## config.mk

```make
export PLATFORM = sky130hd
export DESIGN_NAME = io_key_debounce
export DESIGN_NICKNAME = d
export VERILOG_FILES = /design/src/rtl/io_key_debounce.sv
export SDC_FILE = /design/constraint.sdc
export NUM_CORES = 1
export LEC_CHECK = 0
export ABC_AREA = 1
export BUFFER_PORTS_ARGS = -buffer_cell sky130_fd_sc_hd__buf_2
export CORE_MARGIN = 2
export CORE_UTILIZATION = 59
export DETAILED_ROUTE_END_ITERATION = 12
export PLACE_DENSITY = 0.8
export REMOVE_ABC_BUFFERS = 1
export SLEW_MARGIN = 10
export SYNTH_ARGS = -nofsm -noshare
export SYNTH_HDL_FRONTEND = slang
export SYNTH_SLANG_ARGS = --single-unit
```

## constraint.sdc

```tcl
create_clock -name clk -period 2.2 [get_ports clk]
set_clock_uncertainty 0.15 [all_clocks]
set_input_delay 0.55 -clock clk [delete_from_list [all_inputs] [get_ports clk]]
set_output_delay 0.55 -clock clk [all_outputs]
set_load 0.02 [all_outputs]
```

## src/rtl/io_key_debounce.sv

```systemverilog
// Pushbutton conditioner: 2-flop sync, per-key debounce FSM,
// edge strobes and sticky press flags for the LSU key register.
module io_key_debounce #(
  parameter int NUM_KEYS      = 4,
  parameter int STABLE_CYCLES = 500000
) (
  input  logic                clk,
  input  logic                rst,
  input  logic [NUM_KEYS-1:0] i_keys_raw,
  input  logic [NUM_KEYS-1:0] i_evt_clr,
  output logic [31:0]         o_keys,
  output logic [NUM_KEYS-1:0] o_press_pulse,
  output logic [NUM_KEYS-1:0] o_release_pulse,
  output logic [NUM_KEYS-1:0] o_key_evt
);

  localparam int CW = $clog2(STABLE_CYCLES);
  localparam logic [CW-1:0] CNT_LAST = CW'(STABLE_CYCLES - 1);

  typedef enum logic [1:0] {
    UP       = 2'd0,
    CHK_DOWN = 2'd1,
    DOWN     = 2'd2,
    CHK_UP   = 2'd3
  } state_e;

  logic [NUM_KEYS-1:0] sync_q1;
  logic [NUM_KEYS-1:0] sync_q2;
  logic [NUM_KEYS-1:0] pressed;
  logic [NUM_KEYS-1:0] rise;
  logic [NUM_KEYS-1:0] fall;
  logic [NUM_KEYS-1:0] keys_q;

  // Released (1) is the safe reset value for active-low buttons
  always_ff @(posedge clk) begin
    if (rst) begin
      sync_q1 <= '1;
      sync_q2 <= '1;
    end else begin
      sync_q1 <= i_keys_raw;
      sync_q2 <= sync_q1;
    end
  end

  assign pressed = ~sync_q2;

  for (genvar k = 0; k < NUM_KEYS; k++) begin : g_key
    state_e        state_q;
    state_e        state_d;
    logic [CW-1:0] cnt_q;
    logic [CW-1:0] cnt_d;
    logic          key_rise;
    logic          key_fall;

    always_ff @(posedge clk) begin
      if (rst) begin
        state_q <= UP;
        cnt_q   <= '0;
      end else begin
        state_q <= state_d;
        cnt_q   <= cnt_d;
      end
    end

    // Entering a CHK state counts that sample as the first one
    always_comb begin
      state_d = state_q;
      cnt_d   = '0;
      unique case (state_q)
        UP: begin
          if (pressed[k]) begin
            state_d = CHK_DOWN;
            cnt_d   = CW'(1);
          end
        end
        CHK_DOWN: begin
          if (!pressed[k]) begin
            state_d = UP;
          end else if (cnt_q == CNT_LAST) begin
            state_d = DOWN;
          end else begin
            cnt_d = cnt_q + 1'b1;
          end
        end
        DOWN: begin
          if (!pressed[k]) begin
            state_d = CHK_UP;
            cnt_d   = CW'(1);
          end
        end
        CHK_UP: begin
          if (pressed[k]) begin
            state_d = DOWN;
          end else if (cnt_q == CNT_LAST) begin
            state_d = UP;
          end else begin
            cnt_d = cnt_q + 1'b1;
          end
        end
        default: begin
          state_d = UP;
        end
      endcase
    end

    always_comb begin
      key_rise = 1'b0;
      key_fall = 1'b0;
      if (state_q == CHK_DOWN && state_d == DOWN) begin
        key_rise = 1'b1;
      end
      if (state_q == CHK_UP && state_d == UP) begin
        key_fall = 1'b1;
      end
    end

    assign rise[k] = key_rise;
    assign fall[k] = key_fall;
  end

  // Set wins over clear both on the accept edge and in the strobe cycle
  always_ff @(posedge clk) begin
    if (rst) begin
      keys_q          <= '0;
      o_press_pulse   <= '0;
      o_release_pulse <= '0;
      o_key_evt       <= '0;
    end else begin
      keys_q          <= (keys_q | rise) & ~fall;
      o_press_pulse   <= rise;
      o_release_pulse <= fall;
      o_key_evt       <= (o_key_evt & ~i_evt_clr) | rise | o_press_pulse;
    end
  end

  assign o_keys = {{(32 - NUM_KEYS){1'b0}}, keys_q};

endmodule

```

== Word level (Yosys, flattened, before mapping) ==
Index checks and enable logic that the tools add are counted.
Cells by class
  reduce and logical (&&, ||, !) cells: 16
  multiplexer cells: 60
  add/subtract/negate cells: 4
  bitwise operators: 8
  equality and inequality tests: 20
Operators by type and width (number)
  19-bit case mux with 4 select lines: 4
  19-bit two-way mux: 12
  19-bit by 1-bit adder with 19-bit output (second input constant): 4
  19-bit equality test (second input constant): 4
  2-bit two-way mux: 24
  2-bit case mux with 4 select lines: 4
  2-bit equality test (second input constant): 12
  2-bit zero test: 8
  1-bit two-way mux: 16
  4-bit NOT: 3
  4-bit bitwise OR: 3
  4-bit bitwise AND: 2
  2-bit by 1-bit equality test with 1-bit output (second input constant): 4
  1-bit logical AND: 8
Word-level totals
  output and inout bits: 44
  bits in registers: 108
  bits of input ports: 10
  word-level logic and storage cells: 122

== Logic depth before layout (Yosys ltp) ==
  depth in word-level cells: 9
  gate-level depth with buffers: 9
  gate-level depth less buffers: 9

== Worst setup path after synthesis ==
Ideal clock, no wire load.
  path type: register -> register
  start: register g_key[1].cnt_q[0]
  end: register g_key[1].cnt_q[12]
  stages on the path, launching flop included: 8
  arrival time: 1.323 ns
  slack: 0.611 ns
  data required time: 1.934 ns
  setup time: 0.116 ns
  clock period less this slack: 1.589 ns
  path buffers: 1
  cells stage by stage: dfxtp_1 ha_1 nand3_4 nor3_4 nand2_2 nand2_2 buf_6 nor2_1
Between the ends
  word-level cells in the longest chain between the ends: 4
  elaborated cells on any way between the ends: 6
  those cells by class: 1 x add/sub; 1 x eq/ne; 4 x mux
RTL lines
  from (decl): line 50  | logic [CW-1:0] cnt_q;
  from (signal assigned): line 61  | cnt_q <= cnt_d;
  19-bit by 1-bit adder with 19-bit output / 19-bit equality test (equally long branches)
  19-bit two-way mux (*): line 79, 94
  19-bit two-way mux, on equally long branches: line 92, 77
  19-bit case mux with 4 select lines (*): line 69  | unique case (state_q)
Mark *: on every way between the ends. The rest lies on a longest branch, timed or not.
A chain may end at the register's enable or synchronous reset.

== Worst setup path after layout ==
  start: register g_key[0].cnt_q[0]
  end: register g_key[0].cnt_q[9]
Between the ends
  word-level cells in the longest chain between the ends: 4
  elaborated cells on any way between the ends: 6
  those cells by class: 1 x add/sub; 1 x eq/ne; 4 x mux
RTL lines (line)
  from (decl): 50
  from (signal assigned): 61
  19-bit by 1-bit adder with 19-bit output / 19-bit equality test (equally long branches)
  19-bit two-way mux (*): 79, 94
  19-bit two-way mux, on equally long branches: 92, 77
  19-bit case mux with 4 select lines (*): 69
Marked as above.

==> summary.txt <==
Run status
  • Status: completed

Power
  • Power per standard cell area: between 500 and 600 mW/mm²
  • Overall Power: 3185 µW
  • Leakage: approximately 0.0022 µW
  • Maximum VDD drop: 0.4430 mV

Timing
  • Minimum clock period: 1.816 ns
  • Setup TNS: 0 ns
  • Final Hold Fails: 0
  • Fin. max-slew vios: 0
  • Unrepaired setup endpoints after global routing: false
  • Final WS setup: around 0.38 ns
  • Final period util: 0.8256
  • Max Freq: 550.6 MHz
  • Final setup fails: 0

Floorplan
  • Die footprint: 0.009695 mm²
  • Starting Density: 0.6067
  • Die height: about 98 µm
  • Io pins: 54
  • FP Rows: 34
  • Core area: 0.008678 mm²
  • Die width: 98.47 µm

Critical path
  • Crit path buffers/inverters: 1
  • CP required: 2.32 ns
  • Crit start category: flip-flop
  • Reg2Reg Depth: 8
  • CP most frequent cell: nor2_2
  • Crit path capture type: flip-flop
  • Worst r2r src: g_key[0].cnt_q[0]
  • CP arrival: between 1.5 and 2 ns
  • Max incr delay on CP: about 0.40 ns
  • R2R Setup Slk: ~0.38 ns
  • Critical path class: reg -> reg
  • CP max-delay cell: dfxtp_1
  • CP top delay family: simple AND/OR/NAND/NOR gates
  • Reg-to-reg endpoint: g_key[0].cnt_q[9]
  • CP Cell Sequence: ha_1, nand2_1, nor2_2, nand3_1, nor2_2, nor2_4, inv_2, nor2_1
  • CP max FO: 11

Layout
  • Net count, final: about 770
  • Most common cell after layout, fill and taps aside: nor2_1
  • Post-Layout Cell Count: approximately 870
  • Inserted Diodes: 0
  • Most frequent cells in the layout: 153 x nor2_1, 127 x nand2_1, 108 x dfxtp_1
  • Area growth syn-to-layout: 5.347%
  • Share of cells above drive strength 1: 0.1162

CTS
  • Clk Latency, worst-skew pair: 0.37 ns
  • Post_cts resized: 0
  • CTS Buf Count: 9
  • CTS tree: yes
  • CTS max path bufs: 2
  • Clk root buf: clkbuf_8
  • H-tree depth: 3
  • CTS Hold Bufs: 0
  • Clock sinks: 108
  • Post-CTS Setup Bufs: 0
  • Clk slew on worst S/H paths: 0.10 ns

Yosys
  • Library cells used by synthesis: 39
  • Post-Syn Instances: 723
  • Synth Register Bits: 108
  • Synth warn: 0
  • Syn avg cell area: 7.282 µm²
  • Mapped Area: roughly 0.0053 mm²
  • Post-synth top area share: 0.4106
  • Synth area leader: dfxtp_1
  • Area contributors post-synth: dfxtp_1 41%, nor2_1 11%, nand2_1 9.1%, inv_1 6.4%, xor2_1 4.8%
  • Sequential fraction of the synthesis area: 0.4106

Placed design
  • Final HPWL DP: roughly 7 mm
  • Pre-CTS WS: between 0.3 and 0.4 ns
  • Post-Place Cells: 849
  • IO Port Bufs: 25
  • GP Congestion: 0.8852

GRT
  • Largest net degree at the start of global routing: 19
  • GRT Total Usage: 0.1971
  • First-pass GRT wire length: about 16 mm
  • Gr ovfl total: 0
  • Initial antenna violation count: 0
  • Number of global-route vias before repair: ~3900

Route
  • First-pass DRT Iterations: 5
  • Drt drc: 0
  • Post-route ant nets: 0
  • Via count: 4277
  • DRT iter0 DRCs: 84
  • WL/cell: roughly 11 µm
  • WL final: 9.289 mm
  • Drt via density: 4.945

Hold path
  • Hold WC Path Type: in -> reg
  • Hold path depth: 2
  • Min-Delay Startpoint: i_keys_raw[0]
  • Hold Path Sink: sync_q1[0]

Run
  • Max-cap violations: 0
## sequential cells by signal, indices dropped and copies added (netlist names)
name,cells
g_key.cnt_q,76
g_key.state_q,8
keys_q,4
o_key_evt,4
o_press_pulse,4
o_release_pulse,4
sync_q1,4
sync_q2,4
## synthesized netlist by cell type, drive strengths merged
| master | number |
|---|---|
| a31oi | 3 |
| nor3b | 6 |
| xor2 | 29 |
| clkbuf | 2 |
| nand2 | 131 |
| nor2b | 1 |
| xnor2 | 5 |
| nor3 | 20 |
| dfxtp | 108 |
| o21bai | 2 |
| nor2 | 174 |
| a21oi | 19 |
| conb | 1 |
| nand3 | 53 |
| nand4 | 13 |
| or2 | 9 |
| o21ai | 10 |
| and3 | 2 |
| nand3b | 3 |
| o211ai | 1 |
| ha | 4 |
| buf | 34 |
| a21o | 1 |
| inv | 92 |
## worst max-delay path by stage
stage                                    end  depth (start not counted)  slack, ns         startpoint
after floorplan            g_key[3].cnt_q[2]                          7       0.54                rst
after global placement     g_key[3].cnt_q[2]                          8       0.36                rst
after detailed placement   g_key[3].cnt_q[2]                          8       0.32                rst
after CTS                  g_key[0].cnt_q[9]                          8       0.37  g_key[0].cnt_q[0]
after global routing      g_key[2].cnt_q[16]                          9       0.24  g_key[2].cnt_q[0]
final                      g_key[0].cnt_q[9]                          8       0.38  g_key[0].cnt_q[0]
## area by class of cell
class	count	area, µm²
clock inverters	5	42.54
repair buffers	27	140.1
inverters	92	345.3
well taps	108	135.1
fillers	768	3132
multi-input cells	514	2580
flip-flops and latches	108	2162
clock buffers	11	141.4
## per-stage QoR
| stage | hold WS, ns | instance area [µm²] | utilization |
|---|---|---|---|
| after floorplan | 0.2395 | 5087 | - |
| after global placement | 0.2453 | 5363 | 0.6179 |
| after detailed placement | 0.2460 | 5363 | 0.6179 |
| after CTS | 0.1912 | 5547 | 0.6391 |
| after global routing | 0.1963 | 5547 | 0.6391 |
| final | 0.2136 | 5547 | 0.6391 |
## where the power goes
part	switching [µW]	total [µW]	leakage (µW)	internal [µW]
clock	669	1130	0.0000905	456
sequential	8.89	1970	0.000872	1960
combinational	67.8	87.1	0.00119	19.3
## layer usage
layer  GRT usage  share of wire  up-vias  wire length, µm
li1            -              -     2252                -
met1      0.2377           0.46     1945             4303
met2      0.3511           0.49       70             4561
met3     0.04468          0.035       10              324
met4     0.05901          0.011        0               99
met5           0              0        -                0
## kinds of logic after synthesis
| group | count (synthesis) | share of synthesized area |
|---|---|---|
| simple gates | 412 | 0.3664 |
| xor+xnor | 34 | 0.05656 |
| fa+ha+maj | 4 | 0.009506 |
| flops | 108 | 0.4106 |
| compound gates | 36 | 0.03755 |
| buf+inv | 128 | 0.1186 |
| other cells | 1 | 0.0007122 |
(Power assumes the default switching activity.)
